**config.mk**
```make
export PLATFORM = sky130hd
export DESIGN_NAME = mfp_intc
export DESIGN_NICKNAME = d
export VERILOG_FILES = /design/src/rtl/mfp_intc_pkg.sv /design/src/rtl/mfp_intc_prio.sv /design/src/rtl/mfp_intc.sv
export SDC_FILE = /design/constraint.sdc
export NUM_CORES = 1
export LEC_CHECK = 0
export CAP_MARGIN = 20
export CORE_MARGIN = 4
export CORE_UTILIZATION = 25
export DETAILED_ROUTE_END_ITERATION = 16
export PLACE_DENSITY = 0.41
export SLEW_MARGIN = 10
export SYNTH_ARGS = -nofsm -noshare
export SYNTH_HDL_FRONTEND = slang
export SYNTH_SLANG_ARGS = --single-unit
```
**constraint.sdc**
```tcl
create_clock -name clk -period 6.8 [get_ports clk]
set_input_delay 1.36 -clock clk [delete_from_list [all_inputs] [get_ports clk]]
set_output_delay 1.36 -clock clk [all_outputs]
set_load 0.02 [all_outputs]
```
**src/rtl/mfp_intc_pkg.sv**
```systemverilog
// Shared constants and helpers for the mfp_intc vectored interrupt controller.
package mfp_intc_pkg;

  localparam logic [4:0] IER_OFS   = 5'h00;
  localparam logic [4:0] IPR_OFS   = 5'h04;
  localparam logic [4:0] ISR_OFS   = 5'h08;
  localparam logic [4:0] IMR_OFS   = 5'h0C;
  localparam logic [4:0] AER_OFS   = 5'h10;
  localparam logic [4:0] VR_ADDR   = 5'h14;
  localparam logic [4:0] CTRL_ADDR = 5'h15;
  localparam logic [4:0] LVL_OFS   = 5'h18;

  localparam logic [7:0] SPURIOUS_VEC = 8'h18;

  typedef logic [1:0] bank_t;

  function automatic int clog2(input int n);
    int r;
    r = 0;
    while ((1 << r) < n) r = r + 1;
    return r;
  endfunction

endpackage

```
**src/rtl/mfp_intc_prio.sv**
```systemverilog
// Priority finder: highest set bit of value wins; reports index, one-hot and valid.
module mfp_intc_prio
  import mfp_intc_pkg::*;
#(
  parameter int N = 16
) (
  input  logic [N-1:0]        value,
  output logic [clog2(N)-1:0] index,
  output logic [N-1:0]        onehot,
  output logic                valid
);
  localparam int W = clog2(N);

  always_comb begin
    index  = '0;
    onehot = '0;
    valid  = 1'b0;
    for (int i = 0; i < N; i++) begin
      if (value[i]) begin
        index     = i[W-1:0];
        onehot    = '0;
        onehot[i] = 1'b1;
        valid     = 1'b1;
      end
    end
  end

endmodule

```
**src/rtl/mfp_intc.sv**
```systemverilog
// MFP-style vectored interrupt controller with N_SRC sources and 68000 IACK vectoring.
// Define MFP_INTC_LEVEL_EN to add the per-source LVL (level-sensitive) registers.
module mfp_intc
  import mfp_intc_pkg::*;
#(
  parameter int N_SRC       = 16,
  parameter int SYNC_STAGES = 2
) (
  input  logic             clk,
  input  logic             reset,
  input  logic             clk_en,
  input  logic             sel,
  input  logic             ds,
  input  logic             rw,
  input  logic [4:0]       addr,
  input  logic [7:0]       din,
  output logic [7:0]       dout,
  output logic             dtack,
  output logic             irq,
  input  logic             iack,
  input  logic [N_SRC-1:0] src_i
);
  localparam int NB    = N_SRC / 8;
  localparam int IDX_W = clog2(N_SRC);

  logic [N_SRC-1:0] ier, ipr, isr, imr, aer, lvl;
  logic [N_SRC-1:0] sync_q [SYNC_STAGES];
  logic [N_SRC-1:0] s, s_prev, edge_det, lvl_val, ipr_clr, isr_clr, ipr_n, isr_n;
  logic [N_SRC-1:0] pend, bmask, wdat, p_oh, isr_oh_unused;
  logic [IDX_W-1:0] p_idx, s_idx;
  logic [7:0]       vr, vec, rdata;
  logic [4:0]       grp;
  bank_t            bank;
  logic seoi, bus_q, iack_q, irq_n, p_vld, s_vld;
  logic bus_sel, wr_stb, iack_stb, iack_take;
  logic wr_ier, wr_ipr, wr_isr, wr_imr, wr_aer, wr_vr, wr_ctrl;

  function automatic logic [N_SRC-1:0] merge(input logic [N_SRC-1:0] old_v, m, d);
    return (old_v & ~m) | (d & m);
  endfunction

  // Banks past N_SRC/8 shift out to zero, so no explicit range check is needed.
  function automatic logic [7:0] bank_byte(input logic [N_SRC-1:0] v, input bank_t b);
    logic [N_SRC-1:0] t;
    t = v >> (8 * int'(b));
    return t[7:0];
  endfunction

  assign bus_sel   = sel & ~ds;
  assign bank      = addr[1:0];
  assign grp       = {addr[4:2], 2'b00};
  assign wdat      = {NB{din}};
  assign wr_stb    = clk_en & bus_sel & ~bus_q & ~rw;
  assign iack_stb  = clk_en & iack & ~iack_q;
  assign iack_take = iack_stb & p_vld;

  always_comb begin
    bmask = '0;
    for (int b = 0; b < NB; b++)
      if (int'(bank) == b) bmask[8*b +: 8] = 8'hFF;
  end

  assign wr_ier  = wr_stb & (grp == IER_OFS);
  assign wr_ipr  = wr_stb & (grp == IPR_OFS);
  assign wr_isr  = wr_stb & (grp == ISR_OFS);
  assign wr_imr  = wr_stb & (grp == IMR_OFS);
  assign wr_aer  = wr_stb & (grp == AER_OFS);
  assign wr_vr   = wr_stb & (addr == VR_ADDR);
  assign wr_ctrl = wr_stb & (addr == CTRL_ADDR);

  assign s        = sync_q[SYNC_STAGES-1];
  assign edge_det = (s ^ s_prev) & ~(s ^ aer) & ~lvl;
  assign lvl_val  = ~(s ^ aer) & ier;
  assign pend     = ipr & imr;

  mfp_intc_prio #(.N(N_SRC)) u_pend_prio (
    .value(pend), .index(p_idx), .onehot(p_oh), .valid(p_vld)
  );
  mfp_intc_prio #(.N(N_SRC)) u_isr_prio (
    .value(isr), .index(s_idx), .onehot(isr_oh_unused), .valid(s_vld)
  );

  // Edge set is OR-ed in after the clear so a coincident edge is never lost.
  assign ipr_clr = ({N_SRC{wr_ipr | wr_ier}} & bmask & ~wdat) | ({N_SRC{iack_take}} & p_oh);
  assign ipr_n   = (((ipr & ~ipr_clr) | (edge_det & ier)) & ~lvl) | (lvl_val & lvl);
  assign isr_clr = ({N_SRC{wr_isr}} & bmask & ~wdat) | {N_SRC{wr_ctrl & ~din[0]}};
  assign isr_n   = (isr & ~isr_clr) | ({N_SRC{iack_take & seoi}} & p_oh);
  assign irq_n   = p_vld & (~s_vld | (p_idx > s_idx));

  always_ff @(posedge clk or posedge reset) begin
    if (reset) begin
      for (int i = 0; i < SYNC_STAGES; i++) sync_q[i] <= '0;
      s_prev <= '0;
      ier    <= '0;
      ipr    <= '0;
      isr    <= '0;
      imr    <= '0;
      aer    <= '0;
      vr     <= '0;
      seoi   <= 1'b0;
      vec    <= '0;
      bus_q  <= 1'b0;
      iack_q <= 1'b0;
      dtack  <= 1'b0;
      irq    <= 1'b0;
    end else begin
      sync_q[0] <= src_i;
      for (int i = 1; i < SYNC_STAGES; i++) sync_q[i] <= sync_q[i-1];
      s_prev <= s;
      if (wr_ier) ier <= merge(ier, bmask, wdat);
      if (wr_imr) imr <= merge(imr, bmask, wdat);
      if (wr_aer) aer <= merge(aer, bmask, wdat);
      if (wr_vr) vr <= din;
      if (wr_ctrl) seoi <= din[0];
      ipr <= ipr_n;
      isr <= isr_n;
      irq <= irq_n;
      if (clk_en) begin
        bus_q  <= bus_sel;
        iack_q <= iack;
        dtack  <= (bus_sel & bus_q) | (iack & iack_q);
        if (iack_stb) vec <= p_vld ? {vr[7:IDX_W], p_idx} : SPURIOUS_VEC;
      end
    end
  end

`ifdef MFP_INTC_LEVEL_EN
  logic wr_lvl;
  assign wr_lvl = wr_stb & (grp == LVL_OFS);

  always_ff @(posedge clk or posedge reset) begin
    if (reset) lvl <= '0;
    else if (wr_lvl) lvl <= merge(lvl, bmask, wdat);
  end
`else
  assign lvl = '0;
`endif

  always_comb begin
    rdata = '0;
    case (grp)
      IER_OFS: rdata = bank_byte(ier, bank);
      IPR_OFS: rdata = bank_byte(ipr, bank);
      ISR_OFS: rdata = bank_byte(isr, bank);
      IMR_OFS: rdata = bank_byte(imr, bank);
      AER_OFS: rdata = bank_byte(aer, bank);
      VR_ADDR: begin
        if (addr == VR_ADDR) rdata = vr;
        else if (addr == CTRL_ADDR) rdata = {7'b0, seoi};
      end
      LVL_OFS: rdata = bank_byte(lvl, bank);
      default: rdata = '0;
    endcase
  end

  assign dout = (bus_sel & rw) ? rdata : (iack ? vec : 8'h00);

endmodule

```
# Yosys cells after proc, flatten, opt, wreduce, memory -nomap -nowiden

Cells that the tools add are included.

Bits in registers: 149
Input port bits: 36
Logic and storage cells: 178

$lt $le $gt $ge: 1
Muxes and demuxes: 86
Equal/unequal tests: 9
Shifts and indexed selects: 6
Bitwise gates (word level): 58
Reduce and logical (&&, ||, !) cells: 3

Operator list:

| kind                | number |
|---|---|
| $and 16x16->16      | 15 |
| $or 16x16->16       | 7 |
| $not 16->16         | 5 |
| $shr 16x5->8        | 5 |
| $mux 4              | 17 |
| $mux 8              | 7 |
| $pmux 8 s7          | 1 |
| $mux 1              | 36 |
| $xor 16x16->16      | 2 |
| $mux 3              | 9 |
| $and 1x1->1         | 20 |
| $mux 16             | 1 |
| $mux 15             | 1 |
| $mux 14             | 1 |
| $mux 13             | 1 |
| $mux 12             | 1 |
| $mux 11             | 1 |
| $eq 5x5->1 const B  | 2 |
| $mux 10             | 1 |
| $mux 2              | 5 |
| $eq 3x3->1 const B  | 3 |
| $mux 9              | 1 |
| $shr 1x5->8 const A | 1 |
| $mux 7              | 1 |
| 11 further kinds    | 19 |

# Longest topological paths before layout

Word-level depth: 23
Mapped depth: 11

# Cells and area by module

From an unflattened synthesis, not the netlist that was laid out.

Cells, all modules: 700
Area total of the unflattened synthesis: 7542.2 um2

By module, submodules not included:

| module        | area an instance (um2) | times used | cells each |
|---|---|---|---|
| mfp_intc      | 6904.1                 | 1          | 604 |
| mfp_intc_prio | 319.1                  | 2          | 48 |

# Worst setup path after synthesis

No wires, ideal clock.

Path kind: input to output
Start: input addr[2]
End: output dout[1]
Buffers on the path: 3
Path slack: 2.532 ns
Data arrival time: 2.908 ns
Required time: 5.440 ns
Stages on the path: 6
Cell sequence: buf_2 or3_1 clkbuf_1 or3_1 clkbuf_1 o2111ai_1

Longest elaborated chain between the ends: 4

Ends and longest elaborated chain:

| item           | line            | text |
|---|---|---|
| from (decl)    | mfp_intc.sv:15  | `input logic [4:0] addr,` |
| $eq 5x5->1     | mfp_intc.sv:148 | `if (addr == VR_ADDR) rdata = vr;` |
| $mux 8         | mfp_intc.sv:148 |  |
| $pmux 8 s7 (*) | mfp_intc.sv:141 | `case (grp)` |
| $mux 8 (*)     | mfp_intc.sv:156 | `assign dout = (bus_sel & rw) ? rdata : (iack ? vec : 8'h00);` |
| to (decl)      | mfp_intc.sv:17  | `output logic [7:0] dout,` |

Mark *: on every way between the ends. The rest lies on a longest branch, timed or not.

# Worst setup path in the final report

Start: input addr[2]
End: output dout[6]

The elaborated chain is that of the path after synthesis.

==> metrics.md <==
| Metric | Value |
|---|---|
| Status | completed |
| Syn Area/Cell | 10.7 um2 |
| Synth warn | 0 |
| Clk network pwr share | roughly 43% |
| Placed Area | 7870 um2 |
| Startpoint types | primary input |
| WP buf/inv | 2 |
| DRC Markers | 0 |
| Max Fclk | between 150 and 200 MHz |
| Initial Util | 25.4% |
| RSZ-0062 raised after global routing | no |
| Crit-path max FO | 17 |
| Longest Clk Path Bufs | 2 |
| Flop pwr share | between 40% and 50% |
| Vias in the first global route | 5679 |
| Clock Latency Late Sink | 430 ps |
| Dpl ws | 983 ps |
| Final Net Count | 737 |
| Crit end category | output port |
| CTS buffer count | 17 |
| # Post-CTS Setup Buffers | 0 |
| Initial antenna violation count | 0 |
| DPL Wire Length | 16.7 mm |
| Sequential-to-total area share from yosys stat | 52.8% |
| Hold EP | s[6] |
| Crit path top cell by count | clkdlybuf4s50_1 |
| RR Endpoint | ipr[15] |
| Die width | between 150 and 200 um |
| Post-CTS sizing | 0 |
| Ys async rst share | 100% |
| CTS Sinks | 149 |
| First-pass detailed-route iteration total | 5 |
| Switching portion of total power | 28.8% |
| CTS Root Cell | clkbuf_16 |
| DIE HEIGHT | 176 um |
| P_int | 1.63 mW |
| WS Path Type | in -> out |
| Worst Skew | roughly 10 ps |
| Min-Delay Path Class | reg -> reg |
| Final setup TNS | 0 ps |
| NetSw | ~0.66 mW |
| Final hold viol count | 0 |
| Mapped Nets | 698 |
| Cell family with most CP delay | buffers and inverters |
| RR Startpoint | ipr[6] |
| GRT Util Overall | 15.2% |
| CP max-delay cell | clkdlybuf4s50_1 |
| TritonCTS clock tree | done |
| Avg Vias per Cell | a little over 5 |
| Power per Cell Area | 269 nW/um2 |
| Critical path data arrival time | 4550 ps |
| Number of enable flip-flop cells after synthesis | 0 |
| Crit path required time | 5440 ps |
| Die area | about 31000 um2 |
| Largest net degree at the start of global routing | between 100 and 150 |
| Max-slew headroom | approximately 29% |
| Setup violators final | 0 |
| I/O Pins | 46 |
| Fin crit share | 86.9% |
| 1st-iter DRT viols | 507 |
| Worst IR Drop VDD | between 0.1 and 0.15 mV |
| Final core utilization | 30.6% |
| CORE AREA | 27800 um2 |
| WL final | 23.1 mm |
| Worst setup margin | 891 ps |
| # hold bufs at CTS | 0 |
| Port-buffer cells | 45 |
| Number of max-cap violations | 0 |
| Final min period | between 5000 and 6000 ps |
| Crit path cell chain | clkdlybuf4s50_1 -> nor2b_1 -> nand2b_1 -> nor3_1 -> nor4_1 -> o21ai_0 -> clkdlybuf4s50_1 |
| Final Max Tran Viols | 0 |
| Crit path largest cell delay | 800 ps |
| Clock-pin transition on the worst setup and hold timing paths | 70 ps |
| Placer Congestion | 0.896 |
| Grt ovf | 0 |
| H-tree Lvls | 4 |
| Num rows | 61 |
| Flops & latches, synth | 149 |
| Slew @ Worst Pin | 1060 ps |
| Worst hold path startpoint | sync_q[22] |
| Wire length per cell | between 20 and 25 um |
| Hold Crit Depth | 0 |
| Synthesis-to-layout area growth | 20.6% |
| Finished Cell Area | 8510 um2 |
| Count of different cell masters after synthesis | 62 |
| Ant. Diodes | 0 |
| First-pass GRT wire length | 35.4 mm |
| Synthesized cell area | 7060 um2 |
| R2r setup slk | 4100 ps |
| Worst Reg-to-Reg Cells | 5 |
| DR vias | between 5k and 6k |
| Final ANT Viol Nets | 0 |
| Comb pwr share | 12.5% |
| Layout cells sized above 1 | 16.6% |
| Post-Synthesis Cells | 658 |
| Cell leakage power | 3.52 nW |
| Synth Flop Type | dfrtp_1 |
==> stage by stage <==
step	total power, mW	hold slack (ps)	cells
2_1_floorplan	1.18	331	658
3_3_place_gp	1.31	333	1055
3_5_place_dp	1.31	335	1055
4_1_cts	2.31	348	1087
5_1_grt	2.38	349	1088
6_report	2.29	346	1088
==> placed cells by master (no fill, tap or decap), types with 11 or more instances in the layout <==
cell type / count
clkdlybuf4s50_1: 45
o21ai_0: 43
nand2_1: 100
mux2i_1: 19
dfrtp_1: 149
nor2_1: 39
o211ai_1: 16
nand3_1: 15
o22ai_1: 11
clkbuf_16: 17
a22oi_1: 24
mux2_2: 65
==> power by group through the flow <==
stage | Clock (mW) | Combinational, mW | Sequential (mW)
6_report | 0.984 | 0.286 | 1.02
2_1_floorplan | 0 | 0.174 | 1.00
4_1_cts | 1.01 | 0.283 | 1.02
3_3_place_gp | 0 | 0.278 | 1.03
3_5_place_dp | 0 | 0.283 | 1.03
5_1_grt | 1.05 | 0.313 | 1.02
==> synthesized netlist by cell type, drive strengths merged (6+ instances only) <==
cell,instances,share of area [%]
and3,6,0.53
nand2b,6,0.64
o211ai,16,1.7
dfrtp,149,53
nand3,15,1.1
inv,6,0.32
buf,12,1.1
a22o,7,0.87
a22oi,26,2.9
nor2b,10,0.89
o22ai,11,0.98
mux2i,19,2.7
nor3,12,0.99
clkbuf,19,1.0
o21ai,50,3.5
a21oi,10,0.71
nor2,42,2.4
mux2,65,10
nand2,101,5.4
==> final cells by class <==
type,instances,area (um2)
multi-input cells,472,3160
flip-flops and latches,149,3730
clock buffers,19,443
inverters,6,27.5
well taps,378,473
fillers,2861,19300
clock inverters,13,166
repair buffers,51,515
==> cell families after synthesis <==
kind of cell               after synthesis  synth area share (%)
AOI/OAI and AO/OA                      160                  15.4
adders and majority gates                4                 0.709
buffers and inverters                   37                  2.43
DFF                                    149                  52.8
muxes                                   84                  13.1
and+or+nand+nor                        224                  15.6
==> worst max-delay path by stage <==
stage	start	to	slack, ps	depth (start not counted)
after detailed placement	addr[2]	dout[7]	980	7
after floorplan	reset	async pin	1430	1
after global routing	addr[2]	dout[7]	820	7
after global placement	addr[2]	dout[7]	1050	7
final	addr[2]	dout[6]	890	7
after CTS	addr[2]	dout[7]	950	7
==> per-layer routing <==
layer  routed length, um  vias up  global-route usage, %
li1                    -     2504                      -
met4                 418        0                   4.45
met3                1580       17                   3.25
met2               10400      224                   23.3
met1               10700     2810                   21.6
met5                   0        -                      0
No activity file was read; power rests on OpenSTA's default activity.
